===== src/rtl/pixel_writer.sv =====
// Pixel writer: accepts (x,y) pixels from a line generator, drops
// repeated coordinates, and streams {address, colour} writes through a
// small FIFO to a framebuffer write port with req/ack handshaking.
// Optional feature: define PIXEL_CLIP_EN to discard off-screen pixels
// and count them on drop_count. Without it no pixel is clipped and
// drop_count is tied to zero.
module pixel_writer #(
  parameter int unsigned size       = 16,
  parameter int unsigned H_RES      = 640,
  parameter int unsigned V_RES      = 480,
  parameter int unsigned ADDR_W     = 19,
  parameter int unsigned DATA_W     = 8,
  parameter int unsigned FIFO_DEPTH = 4
) (
  input  logic              clk,
  input  logic              rst_n,
  input  logic              start,
  input  logic [DATA_W-1:0] color,
  input  logic              pix_valid,
  input  logic [size-1:0]   x,
  input  logic [size-1:0]   y,
  input  logic              gen_done,
  output logic              pix_ready,
  output logic              mem_req,
  output logic [ADDR_W-1:0] mem_addr,
  output logic [DATA_W-1:0] mem_data,
  input  logic              mem_ack,
  output logic              busy,
  output logic              done,
  output logic [15:0]       drop_count
);

  localparam int unsigned PtrW = (FIFO_DEPTH > 1) ? $clog2(FIFO_DEPTH) : 1;
  localparam int unsigned CntW = PtrW + 1;
  localparam logic [ADDR_W-1:0] HResA = ADDR_W'(H_RES);

  // Pointer wrap relies on a power-of-two depth; the frame must fit the address space.
  if ((FIFO_DEPTH < 2) || ((FIFO_DEPTH & (FIFO_DEPTH - 1)) != 0) ||
      ((longint'(H_RES) * longint'(V_RES)) > (longint'(1) << ADDR_W))) begin : g_bad_cfg
    $error("pixel_writer: illegal FIFO_DEPTH or frame larger than ADDR_W space");
  end

  typedef enum logic [1:0] {StIdle, StRun, StDrain, StDone} state_e;

  state_e            state_q;
  logic [DATA_W-1:0] color_q;
  logic [size-1:0]   last_x_q, last_y_q;
  logic              last_vld_q;

  logic [ADDR_W-1:0] fifo_addr_q [FIFO_DEPTH];
  logic [DATA_W-1:0] fifo_data_q [FIFO_DEPTH];
  logic [PtrW-1:0]   wr_ptr_q, rd_ptr_q;
  logic [CntW-1:0]   count_q;

  logic              fifo_full, fifo_empty;
  logic              accept, clipped, keep, is_dup, push, pop;
  logic [ADDR_W-1:0] pix_addr;

  assign fifo_full  = (count_q == CntW'(FIFO_DEPTH));
  assign fifo_empty = (count_q == '0);

  assign pix_ready = (state_q == StRun) && !fifo_full;
  assign accept    = pix_ready && pix_valid;
  assign is_dup    = last_vld_q && (x == last_x_q) && (y == last_y_q);
  assign keep      = accept && !clipped;
  assign push      = keep && !is_dup;
  assign pop       = mem_req && mem_ack;

  // Signed coordinates are sign-extended so negative values wrap modulo 2^ADDR_W.
  assign pix_addr = ADDR_W'($signed(y)) * HResA + ADDR_W'($signed(x));

  assign mem_req  = !fifo_empty;
  // Outputs read zero while empty so reset clears them without resetting storage.
  assign mem_addr = fifo_empty ? '0 : fifo_addr_q[rd_ptr_q];
  assign mem_data = fifo_empty ? '0 : fifo_data_q[rd_ptr_q];

  assign busy = (state_q != StIdle);
  assign done = (state_q == StDone);

`ifdef PIXEL_CLIP_EN
  localparam logic [size-1:0] HResX = size'(H_RES);
  localparam logic [size-1:0] VResY = size'(V_RES);

  logic [15:0] drop_q;

  // Sign bit catches negatives; unsigned compare catches the far edges.
  assign clipped = x[size-1] || y[size-1] || (x >= HResX) || (y >= VResY);

  // Saturating count of clipped pixels, cleared when a new line starts.
  always_ff @(posedge clk or negedge rst_n) begin
    if (!rst_n) begin
      drop_q <= '0;
    end else if ((state_q == StIdle) && start) begin
      drop_q <= '0;
    end else if (accept && clipped && (drop_q != 16'hFFFF)) begin
      drop_q <= drop_q + 16'd1;
    end
  end

  assign drop_count = drop_q;
`else
  assign clipped    = 1'b0;
  assign drop_count = '0;
`endif

  // Line control FSM plus latched colour and dedup history.
  always_ff @(posedge clk or negedge rst_n) begin
    if (!rst_n) begin
      state_q    <= StIdle;
      color_q    <= '0;
      last_x_q   <= '0;
      last_y_q   <= '0;
      last_vld_q <= 1'b0;
    end else begin
      unique case (state_q)
        StIdle: begin
          if (start) begin
            color_q    <= color;
            last_vld_q <= 1'b0;
            state_q    <= StRun;
          end
        end
        StRun: begin
          if (keep) begin
            last_x_q   <= x;
            last_y_q   <= y;
            last_vld_q <= 1'b1;
          end
          if (gen_done) state_q <= StDrain;
        end
        // mem_req is exactly "FIFO non-empty", so empty implies no write in flight.
        StDrain: if (fifo_empty) state_q <= StDone;
        StDone:  state_q <= StIdle;
        default: state_q <= StIdle;
      endcase
    end
  end

  // FIFO pointers and occupancy; simultaneous push and pop leave count unchanged.
  always_ff @(posedge clk or negedge rst_n) begin
    if (!rst_n) begin
      wr_ptr_q <= '0;
      rd_ptr_q <= '0;
      count_q  <= '0;
    end else begin
      if (push) wr_ptr_q <= wr_ptr_q + PtrW'(1);
      if (pop)  rd_ptr_q <= rd_ptr_q + PtrW'(1);
      unique case ({push, pop})
        2'b10:   count_q <= count_q + CntW'(1);
        2'b01:   count_q <= count_q - CntW'(1);
        default: count_q <= count_q;
      endcase
    end
  end

  // FIFO storage; contents are don't-care while empty.
  always_ff @(posedge clk) begin
    if (push) begin
      fifo_addr_q[wr_ptr_q] <= pix_addr;
      fifo_data_q[wr_ptr_q] <= color_q;
    end
  end

endmodule


===== config.mk =====
export PLATFORM = sky130hd
export DESIGN_NAME = pixel_writer
export DESIGN_NICKNAME = d
export VERILOG_FILES = /design/src/rtl/pixel_writer.sv
export SDC_FILE = /design/constraint.sdc
export NUM_CORES = 1
export LEC_CHECK = 0
export BUFFER_PORTS_ARGS = -buffer_cell sky130_fd_sc_hd__clkbuf_2
export CORE_MARGIN = 1.5
export CORE_UTILIZATION = 40
export DETAILED_ROUTE_END_ITERATION = 16
export PLACE_DENSITY_LB_ADDON = 0.05
export SETUP_SLACK_MARGIN = 0.5
export SLEW_MARGIN = 30
export SYNTH_ARGS = -nofsm -noshare
export SYNTH_HDL_FRONTEND = slang
export SYNTH_SLANG_ARGS = --single-unit

===== constraint.sdc =====
create_clock -name clk -period 3.4 [get_ports clk]
set_clock_uncertainty 0.15 [all_clocks]
set_input_delay 0.34 -clock clk [delete_from_list [all_inputs] [get_ports clk]]
set_output_delay 0.34 -clock clk [all_outputs]
set_load 0.02 [all_outputs]

==> summary.md <==
| Metric | Value |
|---|---|
| Outcome | `complete, no violations` |
| Area of the multi-input gates | `~3100 µm²` |
| Hold path endpoint | `last_y_q[2]` |
| Syn Area/Cell | `roughly 15 µm²` |
| Combinational Power Share | `roughly 38%` |
| Reg2Reg Setup Slack | `roughly 0.63 ns` |
| Fill count | `roughly 1600` |
| FF+latch count, synth | `roughly 160` |
| Worst rel slew slack | `between 60% and 70%` |
| Setup CP Type | `in2reg` |
| CTS tree | `built` |
| Hold depth | `2` |
| Die H | `approximately 140 µm` |
| Post-synth top area share | `between 40% and 50%` |
| Site Rows | `50` |
| Final setup viols | `0` |
| CP dominant cell by count | `ha_4` |
| First-pass GRT wire length | `approximately 24000 µm` |
| Clk buf depth | `2` |
| Top FF cell, synth | `edfxtp_1` |
| Final period utilization | `approximately 85%` |
| Synthesized cell area | `~7600 µm²` |
| Number of top-level pins | `93` |
| PwrDens | `just over 800 nW/µm²` |
| Number of nets in the layout | `701` |
| Required @ worst endpoint | `approximately 3.4 ns` |
| CTS buffer count | `17` |
| Cell Area, Placed | `8370 µm²` |
| Port buffer count | `76` |
| Number of global-route vias before repair | `~4400` |
| MaxCap Viol Count | `0` |
| Initial antenna violation count | `0` |
| Reg-to-reg startpoint | `last_x_q[8]` |
| Drt wl/cell | `about 18 µm` |
| Clk pwr share | `approximately 24%` |
| Crit-path cells | `buf_8 -> ha_4 -> ha_4 -> inv_2 -> fa_2 -> nor2b_4 -> o2111ai_2 -> nand3_1 -> nor2_1 -> xnor2_1 -> ha_2 -> nor2_2 -> mux2_4 -> a311oi_2 -> o211ai_1` |
| Clock latency on the worst-skew pair | `roughly 0.42 ns` |
| Syn-to-layout area delta | `21.8%` |
| Die W | `around 140 µm` |
| Initial drt markers | `143` |
| Routed WL | `15300 µm` |
| Crit-path max FO | `4` |
| Grt ovf | `0` |
| Power, Total | `around 7.7 mW` |
| Leak | `about 3.6 nW` |
| DR pass1 iterations | `4` |
| Vias per cell | `around 5.0` |
| Worst setup SP type | `input pin` |
| Post-synthesis cell count | `500` |
| Layout cell share with drive strength beyond 1 | `a little over a third` |
| RSZ-0062 raised after global routing | `yes` |
| Count leader, synth | `edfxtp_1` |
| Hold Crit Class | `in2reg` |
| Min Tclk post-route | `approximately 2.9 ns` |
| Register Area | `about 4500 µm²` |
| Sequential element share of the synthesized area | `between 50% and 60%` |
| Core box area | `about 19000 µm²` |
| Most common library cells after synthesis | `edfxtp_1, dfrtp_1, xnor2_1, ha_1, and2_1` |
| R2R Path End | `count_q[2]` |
| Worst Hold Launch | `y[2]` |
| Post-synth top area cell | `edfxtp_1` |
| Peak VDD IR | `0.463 mV` |
| Reg clk slew, reported paths | `roughly 0.070 ns` |
| Critical Path AT | `roughly 2.9 ns` |
| Maximum number of pins on one net before global-route repair | `38` |
| Highest Clock Rate | `between 300 and 400 MHz` |
| Slowest CP cell | `fa_2` |
| Final antenna-violating net count | `0` |
| Cell variety after synth | `47` |
| Final Max Slew Viols | `0` |
| Number of H-tree levels | `4` |
| P_int | `~5 mW` |
| Clock root cell | `clkbuf_16` |
| Psw | `around 2.7 mW` |
| Hold slack | `between 0.01 and 0.015 ns` |
| Die ar. | `slightly below 20000 µm²` |
| EDFF count, synth | `about 110` |
| Fin. Hold Viols | `0` |
| DRC | `0` |
| Slowest stage delay, CP | `~0.38 ns` |
| Yosys warns | `0` |
| Clk sinks | `about 160` |
| Worst R2R Path Depth | `12` |
| GRT Util Overall | `16.4%` |
| Seq pwr share | `between 30% and 40%` |
| CP Capture Type | `register` |
| Fin util | `49.5%` |
| RePlAce Congestion | `slightly below 0.8` |
| Routed via count | `between 4000 and 5000` |
| Async SR Flop Fraction | `around a third` |
| N_diodes | `0` |
| Area contributors post-synth | `edfxtp_1, dfrtp_1, mux4_2` |
| Sw Ratio | `~35%` |
| Initial core utilization | `40.7%` |
| Post-route cell area | `slightly above 9000 µm²` |
| Worst Tran Pin Value | `just under 0.6 ns` |
| Post-DP HPWL | `10900 µm` |
-- sequential cells by signal, summed over array words and instances, names as in the netlist, 3 cells and up --
register	cells
last_y_q	16
color_q	8
fifo_addr_q	76
last_x_q	16
count_q	3
fifo_data_q	32
-- layout make-up --
cell class | instances | area share [%]
sequential | 158 | 48.6
multi-input combinational | 303 | 33.6
timing repair buffer | 108 | 7.33
inverter | 25 | 1.01
tap | 234 | 3.16
clock buffer | 17 | 4.59
clock inverter | 15 | 1.77
-- timing repair --
action	4_1_cts	5_1_grt
cloned	0	0
hold buffers	7	1
pin swaps	3	27
gates resized for setup	6	37
setup endpoints to repair	22	63
endpoints found under the hold margin	24	1
setup buffers	1	3
-- worst max-delay path, delay by kind of cell --
family | cells | cell delay [ns]
and+or+nand+nor | 4 | 0.36
adders and majority gates | 4 | 1.11
buffers and inverters | 2 | 0.14
muxes | 1 | 0.25
xor gates and xnor gates | 1 | 0.13
AOI/OAI and AO/OA | 3 | 0.53
-- through the flow --
stage	std cells	setup slack, ns	setup TNS (ns)
2_1_floorplan	515	0.331	0
3_3_place_gp	816	0.0590	0
3_5_place_dp	816	-0.0148	-0.0591
6_report	860	0.523	0
5_1_grt	860	0.345	0
4_1_cts	856	0.515	0
-- kinds of logic after synthesis --
logic type,after synthesis,synth area share (%)
flip-flops,158,59.1
AND/OR/NAND/NOR,88,6.23
multiplexers,68,14.0
buffers and inverters,54,3.62
XOR/XNOR,52,5.99
adder cells (fa/ha/maj),42,7.21
AO/OA/AOI/OAI,37,3.78
other,1,0.0493
-- routing by layer --
layer	vias to the layer above	track usage [%]	routed length (µm)
met2	83	27.1	7560
met5	-	0	0
met3	14	4.08	532
li1	2045	-	-
met1	2116	21.7	7080
met4	0	4.22	145
-- how the worst max path moves through the flow --
| stage | startpoint | end | slack (ns) |
|---|---|---|---|
| global placement | y[2] | fifo_addr_q[0][17] | 0.06 |
| global route | y[7] | fifo_addr_q[1][17] | 0.34 |
| CTS | y[3] | fifo_addr_q[1][17] | 0.52 |
| floorplan | y[3] | fifo_addr_q[0][17] | 0.33 |
| finish | y[1] | fifo_addr_q[1][17] | 0.52 |
| detailed placement | y[3] | fifo_addr_q[2][17] | -0.01 |
-- layout by cell type (no fill, tap or decap), types with 3 or more instances in the layout --
cell / count
a21oi_1: 3
inv_1: 22
clkinv_8: 3
o21ai_0: 4
dlygate4sd3_1: 8
inv_8: 4
mux2_2: 16
nand2_1: 13
xnor2_1: 41
ha_2: 4
a21o_1: 3
mux2_1: 22
nor2_1: 15
o21ai_2: 3
a21oi_2: 4
ha_4: 8
xnor2_2: 4
conb_1: 16
edfxtp_1: 108
clkinv_4: 3
buf_4: 23
nand3_1: 7
mux4_2: 27
nor3_1: 5
dfrtp_1: 49
and2_1: 30
clkbuf_16: 17
nand4_1: 6
clkbuf_2: 73
inv_2: 3
ha_1: 27
xor2_1: 6
inv_6: 5
-- power groups by stage --
stage | combinational [mW] | clock [mW] | sequential, mW
after floorplan | 2.13 | 0 | 2.89
after global placement | 2.82 | 0 | 2.98
after detailed placement | 2.85 | 0 | 3.00
after CTS | 2.88 | 1.91 | 2.96
after global routing | 3.18 | 1.99 | 3.03
final | 2.88 | 1.85 | 2.96
Power figures use the tool's default switching activity.
